===== src/rtl/lfsr_pkg.sv =====
// Shared types and the keystream recurrence for the 16-bit additive LFSR descrambler.
package lfsr_pkg;

    localparam int lp_POLY_SIZE = 16;

    typedef enum logic [1:0] {
        HUNT   = 2'd0,
        VERIFY = 2'd1,
        LOCKED = 2'd2
    } lfsr_state_t;

    // Result of advancing the window: beat bit i is keystream bit i of the beat (bit 0 earliest).
    typedef struct packed {
        logic [lp_POLY_SIZE-1:0] window;
        logic [lp_POLY_SIZE-1:0] beat;
    } lfsr_step_t;

    // window[j] holds k[n+j]; each step appends parity(poly & window) at the top.
    function automatic lfsr_step_t lfsr_advance(
        input logic [lp_POLY_SIZE-1:0] window,
        input logic [lp_POLY_SIZE-1:0] poly,
        input int                      nbits
    );
        lfsr_step_t res;
        logic       fb;
        res.window = window;
        res.beat   = '0;
        for (int i = 0; i < lp_POLY_SIZE; i++) begin
            if (i < nbits) begin
                fb          = ^(poly & res.window);
                res.beat[i] = fb;
                res.window  = {fb, res.window[lp_POLY_SIZE-1:1]};
            end
        end
        return res;
    endfunction

endpackage


===== src/rtl/lfsr_keystream_gen.sv =====
// Combinational W-bit look-ahead of the keystream recurrence: predicted beat and advanced window.
module lfsr_keystream_gen
    import lfsr_pkg::*;
#(
    parameter int                      p_BITS_PER_CLOCK = 8,
    parameter logic [lp_POLY_SIZE-1:0] p_POLYNOMIAL     = 16'b1000_0000_0001_1100
) (
    input  logic [lp_POLY_SIZE-1:0]     i_WINDOW,
    output logic [lp_POLY_SIZE-1:0]     o_WINDOW_NEXT,
    output logic [p_BITS_PER_CLOCK-1:0] o_BEAT
);

    lfsr_step_t w_step;
    logic       w_unused_beat;

    assign w_step        = lfsr_advance(i_WINDOW, p_POLYNOMIAL, p_BITS_PER_CLOCK);
    assign o_WINDOW_NEXT = w_step.window;
    assign o_BEAT        = w_step.beat[p_BITS_PER_CLOCK-1:0];

    // Beat bits above W are never produced for narrow beats.
    assign w_unused_beat = ^w_step.beat;

endmodule


===== src/rtl/lfsr_descrambler.sv =====
// Self-synchronising additive LFSR descrambler.
//   state  | meaning
//   HUNT   | loading raw scrambled idle bits into the window
//   VERIFY | checking that idle beats match the predicted keystream
//   LOCKED | descrambling payload, watching checked idle beats for errors
module lfsr_descrambler
    import lfsr_pkg::*;
#(
    parameter int                      p_BITS_PER_CLOCK = 8,
    parameter logic [lp_POLY_SIZE-1:0] p_POLYNOMIAL     = 16'b1000_0000_0001_1100,
    parameter int                      p_VERIFY_BEATS   = 4,
    parameter int                      p_ERR_LIMIT      = 3
) (
    input  logic                        i_CLK,
    input  logic                        i_RESET,
    input  logic                        i_VALID,
    input  logic [p_BITS_PER_CLOCK-1:0] i_DATA_IN,
    input  logic                        i_IDLE_CHECK,
    input  logic                        i_RESYNC,
    output logic                        o_VALID,
    output logic [p_BITS_PER_CLOCK-1:0] o_DATA_OUT,
    output logic                        o_LOCKED,
    output logic [lp_POLY_SIZE-1:0]     o_STATE_OUT,
    output logic [1:0]                  o_ERR_CNT
);

    localparam int lp_W           = p_BITS_PER_CLOCK;
    localparam int lp_HUNT_BEATS  = lp_POLY_SIZE / lp_W;
    localparam int lp_VCNT_W      = $clog2(p_VERIFY_BEATS + 1);

    lfsr_state_t            r_state, w_state_next;
    logic [lp_POLY_SIZE-1:0] r_window, w_window_next;
    logic [4:0]             r_hcnt, w_hcnt_next;
    logic [lp_VCNT_W-1:0]   r_vcnt, w_vcnt_next;
    logic [1:0]             r_err, w_err_next;
    logic                   r_valid, w_valid_next;
    logic [lp_W-1:0]        r_data, w_data_next;
    logic                   r_locked;

    logic [lp_POLY_SIZE-1:0]      w_window_adv;
    logic [lp_W-1:0]              w_pred;
    logic [lp_W+lp_POLY_SIZE-1:0] w_shift_cat;
    logic [lp_POLY_SIZE-1:0]      w_window_hunt;
    logic [lp_W-1:0]              w_desc;
    logic [4:0]                   w_hcnt_inc;
    logic [lp_VCNT_W-1:0]         w_vcnt_inc;
    logic [2:0]                   w_err_inc;

    lfsr_keystream_gen #(
        .p_BITS_PER_CLOCK (p_BITS_PER_CLOCK),
        .p_POLYNOMIAL     (p_POLYNOMIAL)
    ) u_keystream (
        .i_WINDOW      (r_window),
        .o_WINDOW_NEXT (w_window_adv),
        .o_BEAT        (w_pred)
    );

    // Raw beat enters at the top so its earliest bit ends up just above the older bits.
    assign w_shift_cat   = {i_DATA_IN, r_window};
    assign w_window_hunt = w_shift_cat[lp_W+lp_POLY_SIZE-1:lp_W];
    assign w_desc        = i_DATA_IN ^ w_pred;
    assign w_hcnt_inc    = r_hcnt + 5'd1;
    assign w_vcnt_inc    = r_vcnt + lp_VCNT_W'(1);
    assign w_err_inc     = {1'b0, r_err} + 3'd1;

    // Next-state, window, counters and output data.
    always_comb begin
        w_state_next  = r_state;
        w_window_next = r_window;
        w_hcnt_next   = r_hcnt;
        w_vcnt_next   = r_vcnt;
        w_err_next    = r_err;
        w_valid_next  = 1'b0;
        w_data_next   = r_data;

        if (i_RESYNC) begin
            w_state_next = HUNT;
            w_hcnt_next  = '0;
            w_vcnt_next  = '0;
            w_err_next   = '0;
        end else if (i_VALID) begin
            unique case (r_state)
                HUNT: begin
                    w_window_next = w_window_hunt;
                    // An all-zero window would predict zeros forever; keep hunting.
                    if (w_window_hunt == '0) begin
                        w_hcnt_next = '0;
                    end else if (w_hcnt_inc == 5'(lp_HUNT_BEATS)) begin
                        w_state_next = VERIFY;
                        w_hcnt_next  = '0;
                        w_vcnt_next  = '0;
                    end else begin
                        w_hcnt_next = w_hcnt_inc;
                    end
                end
                VERIFY: begin
                    if (i_DATA_IN == w_pred) begin
                        w_window_next = w_window_adv;
                        if (w_vcnt_inc == lp_VCNT_W'(p_VERIFY_BEATS)) begin
                            w_state_next = LOCKED;
                            w_vcnt_next  = '0;
                            w_err_next   = '0;
                        end else begin
                            w_vcnt_next = w_vcnt_inc;
                        end
                    end else begin
                        w_state_next = HUNT;
                        w_hcnt_next  = '0;
                        w_vcnt_next  = '0;
                    end
                end
                LOCKED: begin
                    w_window_next = w_window_adv;
                    w_valid_next  = 1'b1;
                    w_data_next   = w_desc;
                    if (i_IDLE_CHECK) begin
                        if (w_desc == '0) begin
                            w_err_next = '0;
                        end else if (w_err_inc >= 3'(p_ERR_LIMIT)) begin
                            w_state_next = HUNT;
                            w_err_next   = '0;
                            w_hcnt_next  = '0;
                            w_vcnt_next  = '0;
                        end else begin
                            w_err_next = w_err_inc[2] ? 2'b11 : w_err_inc[1:0];
                        end
                    end
                end
                default: begin
                    w_state_next = HUNT;
                    w_hcnt_next  = '0;
                    w_vcnt_next  = '0;
                    w_err_next   = '0;
                end
            endcase
        end
    end

    // State and datapath registers with synchronous reset.
    always_ff @(posedge i_CLK) begin
        if (i_RESET) begin
            r_state  <= HUNT;
            r_window <= '0;
            r_hcnt   <= '0;
            r_vcnt   <= '0;
            r_err    <= '0;
            r_valid  <= 1'b0;
            r_data   <= '0;
            r_locked <= 1'b0;
        end else begin
            r_state  <= w_state_next;
            r_window <= w_window_next;
            r_hcnt   <= w_hcnt_next;
            r_vcnt   <= w_vcnt_next;
            r_err    <= w_err_next;
            r_valid  <= w_valid_next;
            r_data   <= w_data_next;
            r_locked <= (w_state_next == LOCKED);
        end
    end

    assign o_VALID     = r_valid;
    assign o_DATA_OUT  = r_data;
    assign o_LOCKED    = r_locked;
    assign o_STATE_OUT = r_window;
    assign o_ERR_CNT   = r_err;

endmodule


===== config.mk =====
export PLATFORM = sky130hd
export DESIGN_NAME = lfsr_descrambler
export DESIGN_NICKNAME = d
export VERILOG_FILES = /design/src/rtl/lfsr_pkg.sv /design/src/rtl/lfsr_keystream_gen.sv /design/src/rtl/lfsr_descrambler.sv
export SDC_FILE = /design/constraint.sdc
export NUM_CORES = 1
export LEC_CHECK = 0
export CAP_MARGIN = 20
export CORE_MARGIN = 2
export CORE_UTILIZATION = 48
export CTS_CLUSTER_SIZE = 30
export DETAILED_ROUTE_END_ITERATION = 8
export PLACE_DENSITY_LB_ADDON = 0.25
export REMOVE_ABC_BUFFERS = 1
export SYNTH_ARGS = -nofsm -noshare
export SYNTH_HDL_FRONTEND = slang
export SYNTH_SLANG_ARGS = --single-unit

===== constraint.sdc =====
create_clock -name i_CLK -period 2.85 [get_ports i_CLK]
set_input_delay 0.57 -clock i_CLK [delete_from_list [all_inputs] [get_ports i_CLK]]
set_output_delay 0.57 -clock i_CLK [all_outputs]
set_load 0.01 [all_outputs]

==> summary.txt <==
Least-Margin Pin Slew - 0.622 ns
critical path's slowest cell - xnor3_2
Worst Hold Class - reg2reg
Longest Clk Path Bufs - 2
Cell Area, Synth - 2410 µm²
dpl hpwl - 4350 µm
top cell type's share of synthesized area - 31.6%
Die X - 74.9 µm
IO Pins - 41
drt pass-1 iters - 4
gpl congestion - 0.913
top-count cell post-synth - dfxtp_1
Layout Skew - 0.00622 ns
Worst Path Buf+Inv - 1
synthesized flop and latch total - 38
Reg-to-Reg Start - o_STATE_OUT[5]
post-synth top area cell - dfxtp_1
fin crit share - 95.6%
drt total wl - 5800 µm
Final min period - 2.73 ns
top cells by area, synth - dfxtp_1 (32%), mux2i_1 (6.6%), xnor2_1 (6.2%)
routed vias - 2119
crit path from - o_STATE_OUT[5]
EDFF count, synth - 0
Max FO, Critical Path - 20
Power per Cell Area - 457 nW/µm²
Worst VDD drop - 0.292 mV
share of cells above drive strength 1 - 17.7%
CTS sink count - 38
xor/xnor share of the synthesized area - 16.5%
DP Worst Slack - -0.0227 ns
cell family with most CP delay - XOR/XNOR gates
TritonCTS clock tree - yes
clk_lat worst skew - 0.29 ns
DR DRC count - 0
final worst setup slack - 0.124 ns
site row count - 25
Die H - 74.9 µm
Nets - 349
Clock Tree Root - clkbuf_8
WL/cell - 14.7 µm
placed insts - 385
Post-Syn Instances - 267
startpoint types - flop
Slew HR - 58.4%
FFs w/ async S/R, synth - 0%
Max Fclk - 367 MHz
Top FF cell, synth - dfxtp_1
Synth Area in Compound Gates - 13.6%
largest net degree at the start of global routing - 21
total gr overflow - 0
CP required - 3.07 ns
final non-filler cell total - 395
P&R area growth vs syn - 32.0%
post-synthesis sequential area ratio - 31.6%
TritonCTS buffer count - 5
Clock transition at path regs - 0.08 ns
vias per cell - 5.36
drt initial violations - 139
Fillers - 404
cell mode on critical path - xnor3_2
htree depth - 2
largest family of logic cells by synthesized area - simple AND/OR/NAND/NOR gates
RSZ-0062 raised after global routing - no
MaxCap Viol Count - 0
Worst Path Arrival - 2.94 ns
first-pass GRT wire length - 9340 µm
initial antenna violation count - 0
aggregate global-route resource usage - 21.9%
Unique masters post-synth - 50
post-synthesis adder-cell area fraction - 4.67%
crit path kind - reg2reg
CP peak stage delay - 0.52 ns
Synth Area in Simple Gates - 20.1%
mux contribution to synthesized area - 9.91%
Synthesis Warnings - 0
Initial Utilization - 50.4%
syn_area_per_cell - 9.03 µm²
CP Cell Sequence - xnor2_1 -> xnor3_2 -> xnor3_2 -> mux2i_4 -> a21oi_2 -> buf_12 -> a211o_1 -> a21oi_1
Post-CTS Hold Buffers - 0
Max Slew Vio Count - 0
Routed Antenna Nets - 0
Hold Violations, Final - 0
number of global-route vias before repair - 2010
status - completed
hold path start - o_DATA_OUT[7]
Setup Viol. Count Final - 0
diodes inserted - 0
leakage - 1.29 nW
Fin Hold WS - 0.457 ns
Worst setup EP type - flop
Core Region - 4790 µm²
IO Port Bufs - 40
Commonest cells post-synth - dfxtp_1 (38), nor2_1 (34), nand2_1 (26)
Die ar. - 5610 µm²
per-stage QoR:
step	util [%]	TNS (ns)	total power, W	area, µm²
floorplan	-	-4.53	0.000759	2350
global placement	63.2	0	0.000874	3020
global route	66.5	0	0.00151	3180
detailed placement	63.2	-0.0227	0.000876	3020
finish	66.5	0	0.00146	3180
CTS	66.1	0	0.00145	3170
layout make-up:
class,count,area (µm²),area share (%)
inverters,8,30.0,0.943
multi-input cells,209,1560,49.1
well taps,67,83.8,2.63
clock inverters,2,60.1,1.89
flip-flops and latches,38,763,24.0
repair buffers,65,601,18.9
clock buffers,6,82.6,2.59
report_power, final:
group	internal [W]	switching [W]
logic	0.000175	0.000152
clock network	0.000373	0.000201
registers	0.000540	0.0000130
total	0.00109	0.000366
state kept, by name, summed over array words and instances, names as in the netlist:
signal       cells
o_STATE_OUT     16
o_DATA_OUT       8
r_hcnt           5
r_vcnt           3
o_ERR_CNT        2
r_state          2
o_LOCKED         1
o_VALID          1
layout by cell type (no fill, tap or decap), types with 5 or more instances in the layout:
cell and n:
clkdlybuf4s50_1 40, dfxtp_1 36, nor2_1 34, nand2_1 26, buf_4 24, xnor2_1 17, mux2i_1 16, a21oi_1 12
ha_1 9, inv_1 8, a211oi_1 8, xor2_1 8, nand3_1 8, or2_2 6, nor2b_1 6, clkbuf_8 6
a211o_1 5
cells by family after synthesis:
kind of cell | after synthesis
XOR/XNOR | 33
flip-flops | 38
buffers and inverters | 20
adder cells (fa/ha/maj) | 9
AO/OA/AOI/OAI | 43
AND/OR/NAND/NOR | 102
multiplexers | 22
worst min-delay path: cells and delay by family (launching register included):
kind,cells,cell delay (ns)
flip-flops,1,0.31
AND/OR/NAND/NOR,1,0.05
AO/OA/AOI/OAI,1,0.05
worst paths after layout:
kind	endpoint	slack, ns	cells after the start
worst min register to register	o_DATA_OUT[7]	0.46	2
worst max register to register	o_STATE_OUT[10]	0.12	8
worst max-delay path	o_STATE_OUT[10]	0.12	8
worst min-delay path	o_DATA_OUT[7]	0.46	2
metal layers:
metal  track usage (%)  share of wire [%]  vias up
li1                  -                  -     1054
met1              30.0                 48      992
met2              34.1                 45       60
met3              4.69                5.2       13
met4              8.13                1.8        0
met5                 0                  0        -
repair_timing:
action | 4_1_cts | 5_1_grt
setup buffers | 0 | 2
resized for setup | 0 | 2
endpoints found under the setup margin | 0 | 10
No activity file was read; power rests on OpenSTA's default activity.
